[config.mk]
export PLATFORM = sky130hd
export DESIGN_NAME = arbiter_4ne1
export DESIGN_NICKNAME = d
export VERILOG_FILES = /design/src/rtl/arbiter_pkg.sv /design/src/rtl/arbiter_4ne1_rr_pick4.sv /design/src/rtl/arbiter_4ne1.sv
export SDC_FILE = /design/constraint.sdc
export NUM_CORES = 1
export LEC_CHECK = 0
export CAP_MARGIN = 0
export CELL_PAD_IN_SITES_DETAIL_PLACEMENT = 1
export CELL_PAD_IN_SITES_GLOBAL_PLACEMENT = 2
export CORE_MARGIN = 1.5
export CORE_UTILIZATION = 26
export DETAILED_ROUTE_END_ITERATION = 16
export GPL_ROUTABILITY_DRIVEN = 0
export PLACE_DENSITY_LB_ADDON = 0.1
export SLEW_MARGIN = 20
export SYNTH_ARGS = -nofsm -noshare
export SYNTH_HDL_FRONTEND = slang
export SYNTH_HIERARCHICAL = 1
export SYNTH_SLANG_ARGS = --single-unit
[constraint.sdc]
create_clock -name Clock -period 3.8 [get_ports Clock]
set_input_delay 0.57 -clock Clock [delete_from_list [all_inputs] [get_ports Clock]]
set_output_delay 0.57 -clock Clock [all_outputs]
set_load 0.01 [all_outputs]
[src/rtl/arbiter_pkg.sv]
// Shared types and helpers for the 4-requester round-robin arbiter.
package arbiter_pkg;

  localparam int N_REQ = 4;
  localparam int SEL_W = 2;

  typedef enum logic {
    ST_IDLE = 1'b0,
    ST_BUSY = 1'b1
  } arb_st_e;

  function automatic logic [N_REQ-1:0] onehot2(input logic [SEL_W-1:0] i);
    return N_REQ'(1) << i;
  endfunction

endpackage

[src/rtl/arbiter_4ne1_rr_pick4.sv]
// Rotate-priority picker: first set request bit scanning ptr, ptr+1, ... mod 4.
module rr_pick4
  import arbiter_pkg::*;
(
  input  logic [N_REQ-1:0] req,
  input  logic [SEL_W-1:0] ptr,
  output logic             any,
  output logic [SEL_W-1:0] idx
);

  logic [SEL_W-1:0] cand;

  // Scan farthest offset first so the closest set bit to ptr wins last.
  always_comb begin
    any  = |req;
    idx  = ptr;
    cand = ptr;
    for (int k = N_REQ-1; k >= 0; k--) begin
      cand = ptr + SEL_W'(k);
      if (req[cand]) idx = cand;
    end
  end

endmodule

[src/rtl/arbiter_4ne1.sv]
// Round-robin arbiter for the shared 4:1 select path; grant held until release.
// Optional hold watchdog enabled by `define ARB_TIMEOUT_EN (limit MAX_HOLD cycles).
module arbiter_4ne1
  import arbiter_pkg::*;
#(
  parameter int MAX_HOLD = 16
) (
  input  logic             Clock,
  input  logic             Reset_n,
  input  logic [N_REQ-1:0] Kerkesa,
  output logic [N_REQ-1:0] Leja,
  output logic [SEL_W-1:0] S,
  output logic             Valid,
  output logic             Timeout
);

  if (MAX_HOLD < 2 || MAX_HOLD > 255) begin : g_chk
    $error("MAX_HOLD out of range 2..255");
  end

  arb_st_e          st, st_n;
  logic [SEL_W-1:0] ptr, ptr_n, s_n;
  logic             pk_any;
  logic [SEL_W-1:0] pk_idx;

  rr_pick4 u_pick (
    .req (Kerkesa),
    .ptr (ptr),
    .any (pk_any),
    .idx (pk_idx)
  );

`ifdef ARB_TIMEOUT_EN
  localparam int HW = (MAX_HOLD > 1) ? $clog2(MAX_HOLD) : 1;
  logic [HW-1:0] hold_cnt, cnt_n;
  logic          to_q, to_n;
`endif

  always_comb begin
    st_n  = st;
    ptr_n = ptr;
    s_n   = S;
`ifdef ARB_TIMEOUT_EN
    cnt_n = hold_cnt;
    to_n  = 1'b0;
`endif
    case (st)
      ST_IDLE: begin
        if (pk_any) begin
          st_n = ST_BUSY;
          s_n  = pk_idx;
`ifdef ARB_TIMEOUT_EN
          cnt_n = '0;
`endif
        end
      end
      default: begin
        if (!Kerkesa[S]) begin
          st_n  = ST_IDLE;
          ptr_n = S + SEL_W'(1);
        end
`ifdef ARB_TIMEOUT_EN
        // Forced release; counter only climbs to MAX_HOLD-1, so it never wraps.
        else if (hold_cnt == HW'(MAX_HOLD-1)) begin
          st_n  = ST_IDLE;
          ptr_n = S + SEL_W'(1);
          to_n  = 1'b1;
        end else begin
          cnt_n = hold_cnt + HW'(1);
        end
`endif
      end
    endcase
  end

  always_ff @(posedge Clock) begin
    if (!Reset_n) begin
      st  <= ST_IDLE;
      ptr <= '0;
      S   <= '0;
`ifdef ARB_TIMEOUT_EN
      hold_cnt <= '0;
      to_q     <= 1'b0;
`endif
    end else begin
      st  <= st_n;
      ptr <= ptr_n;
      S   <= s_n;
`ifdef ARB_TIMEOUT_EN
      hold_cnt <= cnt_n;
      to_q     <= to_n;
`endif
    end
  end

  // Grant derived from owner index keeps Leja one-hot and consistent with S.
  assign Valid = (st == ST_BUSY);
  assign Leja  = Valid ? onehot2(S) : '0;

`ifdef ARB_TIMEOUT_EN
  assign Timeout = to_q;
`else
  assign Timeout = 1'b0;
`endif

endmodule

Yosys cells after proc, flatten, opt, wreduce, memory -nomap -nowiden
Index checks and enable logic that the tools add are counted.

Bits in registers: 5. Input bits: 6. Output and inout bits: 8.

Add/subtract/negate cells: 4. Order comparisons: 5. Shift-type cells: 1. Muxes and demuxes: 18. Bitwise gates (word level): 2. Reduce and logical (&&, ||, !) cells: 3.

Operators with widths (number): $lt A2 B3 Y1 const B (5); $bmux W1 S2 (5); $mux W1 (8); $mux W2 (4); $add A2 B1 Y2 const B (2); $add A2 B2 Y2 const B (2); $mux W4 (1); $reduce_and A2 Y1 (2); $reduce_or A4 Y1 (1); $shl A1 B2 Y4 const A (1); $not A1 Y1 (2).

Depth between registers and ports, before layout
Gate-level depths: netlist of the first run.

Word-level depth: 7. Mapped depth: 5.

By module
Netlist of the first run, hierarchy kept.

By module, submodules not included: arbiter_4ne1 (times used 1, cells an instance 34, area each 326.6 um2); rr_pick4 (times used 1, cells an instance 16, area each 100.1 um2).

Worst setup path before layout of the first run
Ideal clock, no wire load.

Path kind: in2reg. Start point: in Kerkesa[0]. End point: reg S[1]. Arrival time: 1.435 ns. Data required time: 3.735 ns. Slack: 2.299 ns. Stages: 5. Path buffers: 0. Cells stage by stage: and2b_2 or4_1 nand2_1 mux2i_1 nor2b_1.

Word-level cells in the longest chain between the ends: 6.

Ends and longest elaborated chain: from (decl) (RTL line arbiter_4ne1.sv:10) `input logic [N_REQ-1:0] Kerkesa,`; $bmux W1 S2 (RTL line arbiter_4ne1_rr_pick4.sv:20) `if (req[cand]) idx = cand;`; $mux W1 (not written as such) (RTL line arbiter_4ne1_rr_pick4.sv:20); $mux W2 (3 in series) (RTL line arbiter_4ne1_rr_pick4.sv:20); $mux W2 * (RTL line arbiter_4ne1_rr_pick4.sv:20); named net pk_idx[1] (RTL line arbiter_4ne1.sv:24) `logic [SEL_W-1:0] pk_idx;`; to (signal assigned) (RTL line arbiter_4ne1.sv:88) `S <= s_n;`; to (decl) (RTL line arbiter_4ne1.sv:12) `output logic [SEL_W-1:0] S,`.

Mark *: on every way through the listed nets, which the timed path passes. The rest lies on a longest branch. The select of a mux whose other input is x is not followed. A chain may end at the register's enable or synchronous reset.

Final worst setup path of the first run
Start point: reg S[1]. End point: out Leja[0].

Word-level cells in the longest chain between the ends: 2.

Ends and longest elaborated chain: $shl A1 B2 Y4 (RTL line arbiter_pkg.sv:13) `return N_REQ'(1) << i;`; $mux W4 (RTL line arbiter_4ne1.sv:98) `assign Leja = Valid ? onehot2(S) : '0;`; to (decl) (RTL line arbiter_4ne1.sv:11) `output logic [N_REQ-1:0] Leja,`.

No other way between the ends.

==> flow_summary.ini, run 1 <==
[outcome]
outcome = finished, final reports clean

[clock_tree]
clk_path_buf_depth = 2
post_cts_resize_count = 0
cts_buffers = 3
cts-hold-fix-buffers = 0
cts_tree = done
insertion_delay_ps = 240
clkTransAtPathRegs_ps = 40
cts_sinks = 5
htree_levels = 1
cts_setup_buffers = 0
cts_root_buf = clkbuf_4

[routing]
wl_um = 941
drt_iter0_drc = 2
drc = 0
via_count = 381
avgRoutedWirePerCell_um = 11.6
viasPerCell = 4.70
ant_nets = 0
drtPass1Iterations = 2

[floorplanning]
std_cell_rows = 14
die_h_um = 43.5
initial_core_util = 0.280
die_w_um = 43.5
die-area_um2 = 1890
io_pins = 14
fp.coreArea_um2 = 1520

[critical_path]
worstRegToRegCells = 5
critPathCapture = Leja[0]
cp.required_ps = 3230
path_cells = inv_1 > ha_1 > and2_1 > clkdlybuf4s50_1
crit_fanout = 7
crit_path_start = S[1]$_SDFFE_PN0P_
r2r_slack_ps = 2380
timing.rr.end = S[1]$_SDFFE_PN0P_
max_stage_delay_ps = 480
critPathKind = flip-flop to output pin
critPathLaunchType = flip-flop
crit_path_end_kind = output pin
arrival_ps = 1600
reg2reg_from = ptr[0]$_SDFFE_PN0P_
slowest_stage = dfxtp_1

[sta]
hold_slack_ps = 556
period_needed_ps = 2170
grt_setup_unrepaired = no
fin_crit_sh = 0.571
max_freq_mhz = 461
finalSetupViolCount = 0
drv_slew = 0
hold_viol = 0
final.setup_skew_ps = 0.639
fin_setup_tns_ps = 0

[synth]
yosys_warnings = 6
synth_top_family_by_area = simple AND/OR/NAND/NOR gates
synth-compound-area-share = 0.170
synthAdderAreaFrac = 0.117
avgSynthCellArea_um2 = 8.53
synth_cells = 50
ys_types = 23
synth-seq-cells = 5
synth_nets = 60
syn_area_um2 = 427
synth-simple-area-share = 0.296
synthXorXnorAreaFrac = 0
yosysSeqAreaShare = 0.235
synth_mux_area_frac = 0.129

[placement]
io_buffers = 12
dp_hpwl_um = 784

[power]
p_leak_nw = 0.250
peakVddDrop_uv = 217
p_per_area_nw_per_um2 = 298

[finish]
antenna_cells = 0
multiInputGateArea_um2 = 308
areaGrowthSynthToFinish_pct = 37.2
seq_area_um2 = 100
fin_util = 0.384
drive_gt1_frac = 0.123
finalNetCount = 76
num-fill-cells = 189

[job]
maxCapViolations = 0

[global_routing]
grt_pass1_wl_um = 1730
overflow = 0
track_usage = 0.123
antenna_found_initial = 0
grt_start_max_net_pins = 10
grt_pass1_vias = 373

[min_path]
hp-class = flip-flop to flip-flop
## cells by family after synthesis
group,after synthesis
other,1
AO/OA/AOI/OAI,9
adder cells (fa/ha/maj),4
AND/OR/NAND/NOR,22
multiplexers,5
buffers and inverters,4
flip-flops,5
## worst min-delay path by stage
stage,startpoint,to,cells after the start
finish,ptr[1]$_SDFFE_PN0P_,ptr[1]$_SDFFE_PN0P_,2
floorplan,ptr[0]$_SDFFE_PN0P_,ptr[0]$_SDFFE_PN0P_,2
detailed placement,ptr[1]$_SDFFE_PN0P_,ptr[1]$_SDFFE_PN0P_,2
global placement,ptr[1]$_SDFFE_PN0P_,ptr[1]$_SDFFE_PN0P_,2
CTS,ptr[1]$_SDFFE_PN0P_,ptr[1]$_SDFFE_PN0P_,2
global route,ptr[0]$_SDFFE_PN0P_,ptr[0]$_SDFFE_PN0P_,2
## flip-flops by register name, indices dropped and copies added (netlist names)
name / flops
S: 2
ptr: 2
Valid: 1
## cell usage after synthesis
cell	number	area, µm²
a21boi_0	1	7.51
a21oi_1	1	5.00
a2bb2oi_1	1	8.76
a2bb2oi_2	1	15.0
and2_1	4	25.0
and2b_1	1	7.51
and2b_2	2	17.5
and3b_1	1	8.76
buf_4	1	7.51
conb_1	1	3.75
dfxtp_1	5	100
ha_1	4	50.1
inv_1	3	11.3
mux2_4	1	15.0
mux2i_1	4	40.0
nand2_1	6	22.5
nor2_1	2	7.51
nor2b_1	4	25.0
nor3_1	1	5.00
o211a_1	1	10.0
o21ai_0	3	15.0
o221a_2	1	11.3
or4_1	1	7.51
## worst max-delay path, delay by kind of cell, from the launching register on
kind          cells  cell delay [ps]
buf+inv           2              570
flops             1              480
fa+ha+maj         1              190
simple gates      1              130
## through the flow
stage / cell area [µm²] / power [mW] / setup WS, ps / std cells
finish: 586 / 0.175 / 1630 / 81
global route: 586 / 0.189 / 1520 / 81
CTS: 586 / 0.179 / 1590 / 81
detailed placement: 559 / 0.118 / 1660 / 77
global placement: 559 / 0.117 / 1670 / 77
floorplan: 427 / 0.0934 / 2300 / 50
## per-layer routing
metal / GRT usage / vias up / share of wire
met5: 0 / - / 0
met4: 0.0727 / 0 / 0
met3: 0.0250 / 0 / 0.033
met2: 0.161 / 10 / 0.44
met1: 0.182 / 173 / 0.52
li1: - / 198 / -
## final cells by class
type / instances / share of cell area
Multi-Input combinational cell: 41 / 0.526
Timing Repair Buffer: 12 / 0.205
Sequential cell: 5 / 0.171
Clock buffer: 4 / 0.0449
Tap cell: 16 / 0.0342
Inverter: 3 / 0.0192
## report_power, final
group	total (mW)	internal (mW)	leakage (nW)	switching, mW
sequential	0.0643	0.0571	0.0411	0.00725
clock	0.0593	0.0396	0.0150	0.0198
combinational	0.0510	0.0300	0.193	0.0211
## layout by cell type (no fill, tap or decap)
master,Yosys,routed
clkdlybuf4s50_1,0,12
nand2_1,6,6
dfxtp_1,5,5
and2_1,4,4
nor2b_1,4,4
mux2i_1,4,4
ha_1,4,4
inv_1,3,3
o21ai_0,3,3
clkbuf_4,0,3
nor2_1,2,2
and2b_2,2,2
mux2_4,1,1
a2bb2oi_2,1,1
o211a_1,1,1
a21boi_0,1,1
conb_1,1,1
clkbuf_1,0,1
a21oi_1,1,1
a2bb2oi_1,1,1
and2b_1,1,1
o221a_2,1,1
and3b_1,1,1
nor3_1,1,1
or4_1,1,1
No activity file was read; power rests on OpenSTA's default activity.
==> run 2: changes to the inputs <==
- CORE_UTILIZATION: 26 -> 21
- clock period: 3.8 -> 1.7 ns (I/O delays scaled with it)
==> run 2 against run 1 <==
First-iteration DRC count rose to 2.5 times the previous value. Clock skew up 7.6 ps. Global-route usage down 2.3 points. Worst hold slack worse by 16 ps. Combinational power rose to 2.5 times the previous value. Sequential power up 120%. Critical path depth down 2. Via count up 12%. Total power up 130%. Sequential cell count unchanged. Routed wire length up 15%.
==> flow_summary.ini, run 2 (synthesis gave the netlist of run 1 again) <==
[clock_tree]
htree_levels = 1
clkTransAtPathRegs_ps = 50
cts_sinks = 5
insertion_delay_ps = 240
cts_tree = done
cts_buffers = 3
cts-hold-fix-buffers = 0
clk_path_buf_depth = 2
cts_root_buf = clkbuf_4

[critical_path]
crit_fanout = 4
cp.required_ps = 1440
critPathLaunchType = flip-flop
crit_path_end_kind = output pin
arrival_ps = 1240
slowest_stage = clkdlybuf4s50_1
r2r_slack_ps = 280
critPathKind = flip-flop to output pin
timing.rr.end = S[1]$_SDFFE_PN0P_
cp_num_buf_inv = 2
reg2reg_from = ptr[0]$_SDFFE_PN0P_
max_stage_delay_ps = 540
path_cells = buf_4 > clkdlybuf4s50_1
cp_top_family = buffers and inverters
worstRegToRegCells = 5

[global_routing]
antenna_found_initial = 0
track_usage = 0.100
grt_pass1_vias = 380
grt_start_max_net_pins = 10
overflow = 0
grt_pass1_wl_um = 1580

[sta]
finalSetupViolCount = 0
hold_viol = 0
hold_slack_ps = 540
fin_crit_sh = 0.882
grt_setup_unrepaired = no
max_freq_mhz = 667
fin_setup_tns_ps = 0
period_needed_ps = 1500
final.setup_skew_ps = 8.29
drv_slew = 0

[finish]
instances_no_fill = 98
mostFrequentLayoutCell = clkdlybuf4s50_1
fin_util = 0.337
antenna_cells = 0
finalNetCount = 82
seq_area_um2 = 104
multiInputGateArea_um2 = 308
final_cell_mix = clkdlybuf4s50_1 (8), nand2_1 (6), buf_4 (6)
post-route-cell-area_um2 = 654
drive_gt1_frac = 0.239
areaGrowthSynthToFinish_pct = 53.4
num-fill-cells = 246

[placement]
io_buffers = 12
dpl_cell_area_um2 = 618
dp_hpwl_um = 929
placedCellCount = 94

[job]
maxCapViolations = 0

[floorplanning]
die_w_um = 48.1
fp.coreArea_um2 = 1940
initial_core_util = 0.220
die_h_um = 48.1
std_cell_rows = 16
die-area_um2 = 2310
io_pins = 14

[power]
clkPwrFrac = 0.341
seq_power_share = 0.347
switching_share = 0.286
intPower_uw = 293
switchingPower_uw = 117
p_per_area_nw_per_um2 = 627
p_comb_frac = 0.312
p_leak_nw = 0.334
peakVddDrop_uv = 179

[routing]
ant_nets = 0
drtPass1Iterations = 4
avgRoutedWirePerCell_um = 11.0
via_count = 427
viasPerCell = 4.36
drt_iter0_drc = 5
wl_um = 1080
drc = 0

[outcome]
outcome = finished, final reports clean

[min_path]
hp-class = flip-flop to flip-flop
min-delay-start = ptr[0]$_SDFFE_PN0P_
hold_depth = 2
min_delay_worst_endpoint = ptr[0]$_SDFFE_PN0P_
## run 2: cell types whose count changed in the layout (fill, tap and decap cells not counted), sizes merged
cell | before | now
clkdlybuf4s50 | 12 | 8
dlygate4sd2 | 0 | 1
buf | 0 | 6
dlymetal6s2s | 0 | 3
## run 2: worst max path at each step
stage	start	end	slack [ps]	depth (start not counted)
finish	S[0]$_SDFFE_PN0P_	S[0]	200	2
global route	S[0]$_SDFFE_PN0P_	Leja[2]	130	4
CTS	S[0]$_SDFFE_PN0P_	Leja[0]	2	4
detailed placement	Kerkesa[3]	S[1]$_SDFFE_PN0P_	-40	6
global placement	Kerkesa[0]	S[1]$_SDFFE_PN0P_	-30	6
floorplan	ptr[0]$_SDFFE_PN0P_	S[1]$_SDFFE_PN0P_	410	5
## run 2: stage by stage
step | worst slack [ps] | total power [mW]
detailed placement | -35.2 | 0.275
floorplan | 407 | 0.209
CTS | 2.05 | 0.421
global route | 127 | 0.435
global placement | -25.9 | 0.276
finish | 201 | 0.410
## run 2: final cells by class
cell class / instances / area share
well taps: 27 / 0.0516
flip-flops and latches: 5 / 0.159
clock buffers: 4 / 0.0402
multi-input cells: 41 / 0.470
inverters: 3 / 0.0172
repair buffers: 18 / 0.262
## run 2: timing repair
item | 4_1_cts | 5_1_grt
endpoints found under the setup margin | 4 | 3
pin swaps | 0 | 0
buffers inserted | 0 | 0
gates resized for setup | 3 | 4
## run 2: power groups by stage
stage,Combinational (mW),Clock [mW],Sequential (mW)
finish,0.128,0.140,0.142
global route,0.142,0.148,0.145
CTS,0.132,0.147,0.142
detailed placement,0.132,0,0.144
global placement,0.132,0,0.144
floorplan,0.0645,0,0.144
## run 2: worst min-delay path: cells and delay by family (launching register included)
| kind | cells | cell delay [ps] |
|---|---|---|
| flip-flops | 1 | 340 |
| AO/OA/AOI/OAI | 2 | 150 |
## run 2: metal layers
layer  vias up  track usage  wire, µm
met2        11        0.189       580
met3         0       0.0226        25
li1        211            -         -
met1       205        0.109       475
met5         -            0         0
met4         0       0.0324         0
==> run 3: changes to the inputs <==
- REMOVE_ABC_BUFFERS: not set -> 1
- SLEW_MARGIN: 20 -> 15
==> run 3 against run 2 <==
Cell count fell by 1.0%. Worst hold slack better by 11 ps. Sequential cell count unchanged. Critical path depth is 2 higher. Sequential share of layout area rose by 0.37 points. Fmax down 0.28%. Design area shrank 2.3%.
==> flow_summary.ini, run 3 (synthesis gave the netlist of run 1 again) <==
[floorplanning]
initial_core_util = 0.220
die_h_um = 48.1
die-area_um2 = 2310
std_cell_rows = 16
io_pins = 14
die_w_um = 48.1
fp.coreArea_um2 = 1940

[critical_path]
reg2reg_from = ptr[0]$_SDFFE_PN0P_
critPathLaunchType = flip-flop
slowest_stage = dfxtp_2
arrival_ps = 1250
cp_num_buf_inv = 2
cp.required_ps = 1440
cp_top_family = flip-flops
crit_fanout = 5
max_stage_delay_ps = 360
crit_path_start = S[0]$_SDFFE_PN0P_
path_cells = inv_1 > ha_1 > and2_1 > dlygate4sd2_1
crit_path_end_kind = output pin
critPathKind = flip-flop to output pin

[sta]
period_needed_ps = 1500
final.setup_skew_ps = 1.21
setup_ws_ps = 196
max_freq_mhz = 665
fin_setup_tns_ps = 0
hold_viol = 0
grt_setup_unrepaired = no
fin_crit_sh = 0.885
finalSetupViolCount = 0
drv_slew = 0

[clock_tree]
htree_levels = 1
cts_setup_buffers = 0
cts_root_buf = clkbuf_4
cts_sinks = 5
clk_path_buf_depth = 2
clkTransAtPathRegs_ps = 50
cts_buffers = 3
cts_tree = done
insertion_delay_ps = 240

[routing]
drc = 0
drt_iter0_drc = 3
via_count = 410
wl_um = 1050
viasPerCell = 4.23
ant_nets = 0
avgRoutedWirePerCell_um = 10.9
drtPass1Iterations = 3

[finish]
post-route-cell-area_um2 = 639
num-fill-cells = 249
mostFrequentLayoutCell = clkdlybuf4s50_1
drive_gt1_frac = 0.229
final_cell_mix = clkdlybuf4s50_1 (8), nand2_1 (6), buf_4 (5)
areaGrowthSynthToFinish_pct = 49.9
seq_area_um2 = 104
fin_util = 0.329
antenna_cells = 0
multiInputGateArea_um2 = 308
finalNetCount = 81

[power]
p_leak_nw = 0.306
p_per_area_nw_per_um2 = 631
peakVddDrop_uv = 258

[placement]
io_buffers = 12
dp_hpwl_um = 854
pre_cts_ws_ps = 5.12
dpl_cell_area_um2 = 611

[global_routing]
grt_pass1_vias = 347
grt_start_max_net_pins = 10
antenna_found_initial = 0
track_usage = 0.108
grt_pass1_wl_um = 1590
overflow = 0

[min_path]
hp-class = flip-flop to flip-flop
min-delay-start = ptr[1]$_SDFFE_PN0P_

[outcome]
outcome = finished, final reports clean

[job]
maxCapViolations = 0
-- run 3: cell type report --
| type | count | share of cell area |
|---|---|---|
| clock buffer | 4 | 0.0411 |
| inverter | 3 | 0.0176 |
| multi-input combinational | 41 | 0.481 |
| tap | 27 | 0.0528 |
| timing repair buffer | 17 | 0.245 |
| sequential | 5 | 0.162 |
-- run 3: repair_timing --
| item | in CTS | in global routing |
|---|---|---|
| hold buffers | 0 | 0 |
| setup endpoints to repair | 4 | 1 |
| resized for setup | 5 | 2 |
| pin swaps | 0 | 0 |
-- run 3: path summary, 6_finish.rpt --
kind / to / slack, ps / cells past startpoint
max: Leja[2] / 200 / 4
min: ptr[1]$_SDFFE_PN0P_ / 550 / 2
max reg2reg: S[1]$_SDFFE_PN0P_ / 300 / 5
min reg2reg: ptr[1]$_SDFFE_PN0P_ / 550 / 2
-- run 3: where the power goes --
part | internal (mW) | leakage [nW] | switching [mW]
Combinational | 0.0710 | 0.249 | 0.0505
Clock | 0.0888 | 0.0150 | 0.0494
Sequential | 0.129 | 0.0421 | 0.0148
Total | 0.289 | 0.306 | 0.115
-- run 3: tightest hold or removal path, stage by stage (launching register included) --
cell and delay [ps]:
dfxtp_1 350, nand2_1 80, mux2i_1 70
-- run 3: layer usage --
layer,GRT usage,wire length [µm],vias up
met5,0,0,-
met4,0.0649,17,0
met3,0.0453,47,2
met2,0.157,492,12
met1,0.131,497,184
li1,-,-,212
-- run 3: metrics by stage --
step | hold slack [ps] | total power, mW | cells
2_1_floorplan | 383 | 0.207 | 49
3_3_place_gp | 535 | 0.272 | 93
3_5_place_dp | 538 | 0.272 | 93
4_1_cts | 550 | 0.409 | 97
5_1_grt | 586 | 0.438 | 97
6_report | 551 | 0.403 | 97
